--- src/rtl/fetch.sv ---
// 6502-style fetch stage: reset vector load, opcode/operand byte reads,
// length decode and a valid/ready instruction bundle for decode.
module fetch #(
  parameter logic [15:0] RESET_VEC = 16'hFFFC,
  parameter bit          VEC_FETCH = 1'b1,
  parameter logic [15:0] RESET_PC  = 16'h0000
) (
  input  logic        clk,
  input  logic        rst_n,
  output logic [15:0] mem_addr,
  output logic        mem_rd,
  input  logic [7:0]  mem_rdata,
  input  logic        mem_rdy,
  input  logic        redir_valid,
  input  logic [15:0] redir_pc,
  output logic        out_valid,
  input  logic        out_ready,
  output logic [7:0]  out_opcode,
  output logic [15:0] out_operand,
  output logic [1:0]  out_len,
  output logic [15:0] out_pc
);

  typedef enum logic [2:0] {
    VEC_LO, VEC_HI, VEC_DONE, OPC, B1, B2, B3, HOLD
  } state_t;

  localparam state_t RST_STATE =
    state_t'(VEC_FETCH ? VEC_LO : OPC);

  state_t      state_q, state_d;
  logic [15:0] pc_q, pc_d;
  logic        valid_q, valid_d;
  logic [7:0]  opcode_q, opcode_d;
  logic [15:0] operand_q, operand_d;
  logic [1:0]  len_q, len_d;
  logic [15:0] opc_pc_q, opc_pc_d;
  logic [15:0] pc_inc1, pc_inc2;
  logic        in_vec;

  function automatic logic [1:0] op_len(input logic [7:0] op);
    logic one, three;
    one = (op == 8'h00) || (op == 8'h40) || (op == 8'h60)
       || (op[3:2] == 2'b10 && !op[0]);
    three = (op == 8'h20) || (op[3:2] == 2'b11)
         || (op[4:2] == 3'b110 && op[0]);
    if (one)        return 2'd1;
    else if (three) return 2'd3;
    else            return 2'd2;
  endfunction

  assign pc_inc1 = pc_q + 16'd1;
  assign pc_inc2 = pc_q + 16'd2;
  assign in_vec  = (state_q == VEC_LO) || (state_q == VEC_HI)
                || (state_q == VEC_DONE);

  always_comb begin
    state_d   = state_q;
    pc_d      = pc_q;
    valid_d   = valid_q;
    opcode_d  = opcode_q;
    operand_d = operand_q;
    len_d     = len_q;
    opc_pc_d  = opc_pc_q;
    mem_addr  = pc_q;
    mem_rd    = 1'b0;
    unique case (state_q)
      VEC_LO: begin
        mem_addr = RESET_VEC;
        mem_rd   = 1'b1;
        if (mem_rdy) state_d = VEC_HI;
      end
      VEC_HI: begin
        mem_addr = RESET_VEC + 16'd1;
        mem_rd   = 1'b1;
        if (mem_rdy) begin
          pc_d[7:0] = mem_rdata;
          state_d   = VEC_DONE;
        end
      end
      VEC_DONE: begin
        if (mem_rdy) begin
          pc_d[15:8] = mem_rdata;
          state_d    = OPC;
        end
      end
      OPC: begin
        mem_rd = 1'b1;
        if (mem_rdy) state_d = B1;
      end
      B1: begin
        // second byte is read even for 1-byte opcodes
        mem_addr = pc_inc1;
        mem_rd   = 1'b1;
        if (mem_rdy) begin
          opcode_d = mem_rdata;
          len_d    = op_len(mem_rdata);
          opc_pc_d = pc_q;
          state_d  = B2;
        end
      end
      B2: begin
        mem_addr = pc_inc2;
        mem_rd   = (len_q == 2'd3);
        if (mem_rdy) begin
          operand_d = {8'h00, (len_q == 2'd1) ? 8'h00 : mem_rdata};
          state_d   = (len_q == 2'd3) ? B3 : HOLD;
          valid_d   = (len_q != 2'd3);
        end
      end
      B3: begin
        if (mem_rdy) begin
          operand_d[15:8] = mem_rdata;
          state_d         = HOLD;
          valid_d         = 1'b1;
        end
      end
      HOLD: begin
        if (mem_rdy && out_ready) begin
          pc_d    = pc_q + {14'd0, len_q};
          valid_d = 1'b0;
          state_d = OPC;
        end
      end
      default: state_d = RST_STATE;
    endcase
    // redirect overrides both the fetch sequence and a same-cycle handshake
    if (redir_valid && !in_vec) begin
      state_d = OPC;
      pc_d    = redir_pc;
      valid_d = 1'b0;
    end
  end

  always_ff @(posedge clk or negedge rst_n) begin
    if (!rst_n) begin
      state_q   <= RST_STATE;
      pc_q      <= RESET_PC;
      valid_q   <= 1'b0;
      opcode_q  <= 8'h00;
      operand_q <= 16'h0000;
      len_q     <= 2'd0;
      opc_pc_q  <= 16'h0000;
    end else begin
      state_q   <= state_d;
      pc_q      <= pc_d;
      valid_q   <= valid_d;
      opcode_q  <= opcode_d;
      operand_q <= operand_d;
      len_q     <= len_d;
      opc_pc_q  <= opc_pc_d;
    end
  end

  assign out_valid   = valid_q;
  assign out_opcode  = opcode_q;
  assign out_operand = operand_q;
  assign out_len     = len_q;
  assign out_pc      = opc_pc_q;

endmodule
--- config.mk ---
export PLATFORM = sky130hd
export DESIGN_NAME = fetch
export DESIGN_NICKNAME = d
export VERILOG_FILES = /design/src/rtl/fetch.sv
export SDC_FILE = /design/constraint.sdc
export NUM_CORES = 1
export LEC_CHECK = 0
export ABC_AREA = 0
export CAP_MARGIN = 5
export CORE_ASPECT_RATIO = 0.7
export CORE_UTILIZATION = 51
export DETAILED_ROUTE_END_ITERATION = 6
export PLACE_DENSITY = 0.81
export SYNTH_ARGS = -nofsm -noshare
export SYNTH_HDL_FRONTEND = slang
export SYNTH_SLANG_ARGS = --single-unit
--- constraint.sdc ---
create_clock -name clk -period 1.97 [get_ports clk]
set_input_delay 0.394 -clock clk [delete_from_list [all_inputs] [get_ports clk]]
set_output_delay 0.394 -clock clk [all_outputs]
set_load 0.01 [all_outputs]
---- Word-level counts from Yosys, hierarchy flattened ----
Cells that the tools add are included.
word-level totals
  memories kept ........................... 0
  register bits ........................... 62
  bits in latches ......................... 0
  RAM bits ................................ 0
  word-level logic and storage cells ...... 93
  bits in read-only memories .............. 0
cells by class
  multiplexer cells ....................... 28
  divide/modulo/power cells ............... 0
  bitwise gates (word level) .............. 0
  equal/unequal tests ..................... 26
  add/subtract/negate cells ............... 3
  $lt $le $gt $ge ......................... 0
  reduce and logical (&&, ||, !) cells .... 27
  multiply operators ...................... 0
  shift operators ......................... 0
operators with widths
  cell                     number
  $pmux W16 S4             1
  $mux W16                 3
  $pmux W8 S2              3
  $mux W3                  9
  $pmux W3 S8              1
  $add A16 B1 Y16 const B  1
  $add A16 B2 Y16          1
  $add A16 B2 Y16 const B  1
  $eq A8 B7 Y1 const B     2
  $mux W8                  2
  $eq A3 B3 Y1 const B     5
  $ne A3 B3 Y1 const B     5
  $ne A3 B2 Y1 const B     3
  $reduce_and A3 Y1        3
  $eq A8 B6 Y1 const B     1
  $logic_not A8 Y1         1
  $reduce_and A8 Y1        1
  $logic_or A1 B1 Y1       7
  $eq A2 B2 Y1 const B     3
  $eq A3 B2 Y1 const B     2
  $mux W1                  6
  $ne A2 B2 Y1 const B     3
  $reduce_bool A3 Y1       2
  $logic_and A1 B1 Y1      4
  12 further kinds         14

---- Logic depth before layout (Yosys ltp) ----
  depth in word-level cells ............... 7
  mapped depth ............................ 7
  gate-level depth less buffers ........... 7

---- Worst setup path after synthesis ----
No wires, ideal clock.
  kind .................................... register to output
  from .................................... register pc_q[0]
  to ...................................... output mem_addr[8]
  stages on the path, launching flop included .. 6
  data arrival time ....................... 1510 ps
  path buffers ............................ 0
  slack ................................... 66 ps
  cells stage by stage .................... dfrtp_1 -> ha_1 -> mux2i_1 -> nor3_2 -> a41o_1 -> a21oi_1
on the way
  cells in the longest elaborated chain, start to end .. 2
  elaborated cells on any way between the ends .. 3
  classes of those cells .................. 2 x add/sub; 1 x mux
ends and longest elaborated chain
  element                                             line    text
  from (decl)                                         32      logic [15:0] pc_q, pc_d;
  from (signal assigned)                              146     pc_q <= pc_d;
  $add A16 B2 Y16 or $add A16 B1 Y16 (tied branches)  53, 52
  $pmux W16 S4 *                                      67      unique case (state_q)
  to (decl)                                           10      output logic [15:0] mem_addr,
Mark *: on every way between the ends. The rest lies on a longest branch, timed or not.

---- Final worst setup path ----
  from .................................... register pc_q[1]
  to ...................................... output mem_addr[8]
The elaborated chain is that of the path after synthesis.

==> impl.org <==
** Outcome
- The flow ran to the end, but the final reports show violations.
- The final reports fail on design-rule violations, negative setup slack.

** Logic synthesis
- Library cell occupying the most area in the post-synthesis netlist :: sky130_fd_sc_hd__dfrtp_1
- Largest family of logic cells by synthesized area :: compound AO/OA/AOI/OAI gates
- Top flip-flop cell by instance count after synthesis :: sky130_fd_sc_hd__dfrtp_1
- The number of nets in the synthesized netlist is 451.
- Syn Inst Count :: 417
- Fraction of the yosys area taken by sequential cells :: 0.406
- Counting flops with a built-in enable in the synthesized netlist gives 0.
- Synthesized-area fraction occupied by ao, oa, aoi and oai cells :: 0.245
- The mapped netlist covers 0.00382 mm2.
- After synthesis, the most frequently instantiated cells are sky130_fd_sc_hd__dfrtp_1 (62), sky130_fd_sc_hd__a21oi_1 (40), sky130_fd_sc_hd__nand2_1 (40).
- Each instance of the synthesized netlist takes up on average 9.16 um2.
- Yosys mapped the design onto 58 distinct sky130hd cell types.
- XOR/XNOR share of the synthesized area :: 0.00229
- Of the total synthesized cell area, the portion taken by full adders, half adders and majority gates is 0.0183.
- Multiplexer share of the synthesized area :: 0.0897
- Of the post-synthesis cell area, the dominant cell type holds 0.406.
- Yosys printed 0 warnings.
- Fraction of synthesis flops using an asynchronous set or reset pin :: 1.00
- In this run, synthesis produced a sequential element count of 62.
- Area contributors post-synth :: sky130_fd_sc_hd__dfrtp_1 (41%), sky130_fd_sc_hd__mux2_1 (5.3%), sky130_fd_sc_hd__a21oi_1 (5.2%)
- Simple-gate portion of the synthesized area :: 0.178
- sky130_fd_sc_hd__dfrtp_1 is the most common cell in the netlist.

** Critical path
- Category of the critical setup timing path :: register to output pin
- CP Max Fanout :: 5
- The endpoint identified for the worst register-to-register timing path is pc_q[2].
- The slowest stage of the critical path is the sky130_fd_sc_hd__dfrtp_2 cell.
- STA puts the critical path data required time at 1.58 ns.
- The worst setup path is captured at an output pin.
- The largest single stage delay on the critical path is 0.47 ns.
- Worst-path cell chain :: ha_4 -> mux2i_4 -> buf_6 -> nor2_4 -> a31oi_2 -> a41o_1 -> a21oi_2 -> buf_2
- The worst register-to-register path has a depth of 10.
- The startpoint identified for the worst register-to-register timing path is state_q[0].
- The worst setup path is launched from a register.
- In this run the register-to-register setup slack is -0.21 ns.
- Data arrives at the worst endpoint at 2.12 ns.

** Timing
- Worst hold slack :: 0.387 ns
- RSZ-0062 raised after global routing :: true
- The number of pins exceeding their max-slew limit in the final report came to 0.
- At the pin with the least slew margin, the transition time is 0.478 ns.
- Of the available clock period, the critical path in the final layout requires 1.28.
- Hold Fails Final Rpt :: 0
- Setup violations remaining at the end of the flow were counted as 54.
- Across all setup checks in the final design, the least slack found is -0.544 ns.
- Subtracting the final worst setup slack from the clock period gives 2.51 ns.
- In this run the tightest slew margin relative to its limit is 0.680.
- For this run, the top clock speed supported by timing is 398 MHz.
- Max Clock Skew :: 0.0110 ns

** Route
- Aggregate routed wire length :: 16.8 mm
- Mean number of vias per cell :: 6.75
- WL/cell :: 24.1 um
- After the first detailed-routing iteration, the DRC count stood at 751.
- In the routed design, unresolved DRC markers number 11.
- Post-route ant nets :: 0
- Via count of the routed design :: 4,702
- First-pass iteration count of the detailed router :: 7

** Power
- Overall power after layout :: 10.6 mW
- Switching fraction of total power :: 0.435
- Internal Dissipation :: 6.00 mW
- P_leak :: 2.74 nW
- The share of total power dissipated in the clock network is 0.116.
- The share of total power dissipated in combinational logic is 0.658.
- For this design the total switching power over the nets is 4.62 mW.
- Share of total power in sequential cells :: 0.227
- IR analysis of the VDD net gives a maximum drop of 0.910 mV.
- P per Cell Area :: 1720 mW/mm2

** Global route
- The first global-routing pass estimated 22.6 mm of wire.
- Global routing finished with a remaining overflow of 0.
- Via count of the first global-routing pass :: 4,272
- The number of antenna violations at the first check in global routing was 0.
- Total global routing track utilization :: 0.387
- Entering global routing, the biggest net connects 26 pins.

** CTS
- At the later pin of the worst-skew pair, clock insertion delay measures 0.37 ns.
- Number of clock buffers inserted by TritonCTS :: 9
- After clock tree synthesis, the clock-pin slew on the worst setup and hold paths is 0.08 ns.
- The tree is rooted in a sky130_fd_sc_hd__clkbuf_8.
- CTS built an H-tree with a depth of 3.
- Counting along the longest clock path gives a buffer depth of 2.
- TritonCTS built the clock tree.
- Clock Sink Count :: 62

** Cells and area
- Fraction of layout instances using a drive strength above 1 :: 0.378
- Number of standard cells in the final layout excluding fillers :: 697
- P&R area growth vs syn :: 61.9%
- The number of antenna diodes in the final layout is 0.
- The final layout contains 632 nets.

** Hold path
- The path class of the tightest hold or removal check is input port to async pin.

** Floorplan
- Total die area :: 0.00785 mm2
- Cell Rows :: 25
- Core Footprint :: 0.00701 mm2
- The die is 105 um wide.
- Vert. Die Dim :: 74.4 um
- I/O pin count :: 89
- Initial standard-cell utilization of the core :: 0.545

** Placed design
- Placer congestion estimate :: 0.935
- At the placement stage, the worst setup path has a slack of -0.521 ns.
- Half-perimeter wire length of the detailed placement result :: 8.98 mm
- Port buffering added 88 buffers.
- Counting tap cells, the placed design contains a total of 647 instances.

** Run
- Maxcap violations :: 0
[layer usage]
layer | wire length, um | global-route usage | vias up
met5 | 0 | 0 | -
met4 | 1070 | 0.166 | 0
met3 | 2230 | 0.138 | 141
met2 | 7260 | 0.597 | 446
met1 | 6250 | 0.499 | 2214
li1 | - | - | 1901
[critical path: cells and delay by family, from the launching register on]
kind,cells,cell delay [ns]
compound gates,3,0.51
fa+ha+maj,1,0.19
buf+inv,2,0.28
flops,1,0.47
mux,1,0.07
simple gates,1,0.22
[how the worst max path moves through the flow]
stage	endpoint	startpoint	cells after the start
5_1_grt	mem_addr[8]	pc_q[1]	8
3_3_place_gp	mem_addr[8]	pc_q[1]	6
6_report	mem_addr[8]	pc_q[1]	8
4_1_cts	mem_addr[14]	pc_q[2]	8
3_5_place_dp	mem_addr[8]	pc_q[1]	6
2_1_floorplan	mem_addr[8]	pc_q[0]	5
[what timing repair did]
item	CTS	global route
pin swaps	33	26
hold buffers	1	0
setup buffers	19	12
setup endpoints to repair	22	48
cloned	2	1
gates resized for setup	122	66
hold endpoints to repair	4	0
[power by group through the flow]
stage                     logic [mW]  clock network, mW  registers [mW]
after floorplan                 2.53                  0            2.39
after global placement          5.15                  0            2.24
after detailed placement        5.27                  0            2.27
after CTS                       5.90               1.22            2.31
after global routing            7.25               1.28            2.43
final                           6.98               1.23            2.41
[flip-flops by register name, summed over array words and instances, names as in the netlist]
| signal | flops |
|---|---|
| out_operand | 16 |
| out_pc | 16 |
| pc_q | 16 |
| out_opcode | 8 |
| state_q | 3 |
| out_len | 2 |
| out_valid | 1 |
[cells in the final DEF, fill, tap and decap left out, types with 8 or more instances in the layout]
cell type,synthesis,layout
sky130_fd_sc_hd__buf_4,6,88
sky130_fd_sc_hd__clkdlybuf4s50_1,0,70
sky130_fd_sc_hd__dfrtp_1,62,57
sky130_fd_sc_hd__nand2_1,40,39
sky130_fd_sc_hd__a21oi_1,40,32
sky130_fd_sc_hd__o21ai_1,23,31
sky130_fd_sc_hd__nor2_1,26,20
sky130_fd_sc_hd__buf_2,14,18
sky130_fd_sc_hd__nor2b_1,18,17
sky130_fd_sc_hd__buf_6,4,17
sky130_fd_sc_hd__mux2_4,0,15
sky130_fd_sc_hd__o21ai_0,22,13
sky130_fd_sc_hd__a21oi_2,1,9
sky130_fd_sc_hd__mux2_1,18,9
sky130_fd_sc_hd__clkbuf_8,0,9
sky130_fd_sc_hd__a222oi_1,8,8
[per-stage QoR]
step                      setup TNS, ns   util  area, um2
after global placement            -5.39  0.752       5270
after detailed placement          -6.83  0.752       5270
after CTS                         -3.83  0.834       5840
after global routing             -10.14  0.883       6190
final                             -9.09  0.883       6190
after floorplan                       0      -       3820
[cell type report]
class | instances | area [um2]
timing repair buffer | 203 | 1850
multi-input combinational | 312 | 2420
clock buffer | 9 | 124
sequential | 62 | 1560
tap | 94 | 118
fill | 318 | 821
inverter | 10 | 37.5
clock inverter | 7 | 80.1
[cell families after synthesis]
| family | after synthesis |
|---|---|
| compound gates | 146 |
| xor+xnor | 1 |
| fa+ha+maj | 5 |
| buf+inv | 43 |
| flops | 62 |
| mux | 31 |
| simple gates | 129 |
(Power assumes the default switching activity.)
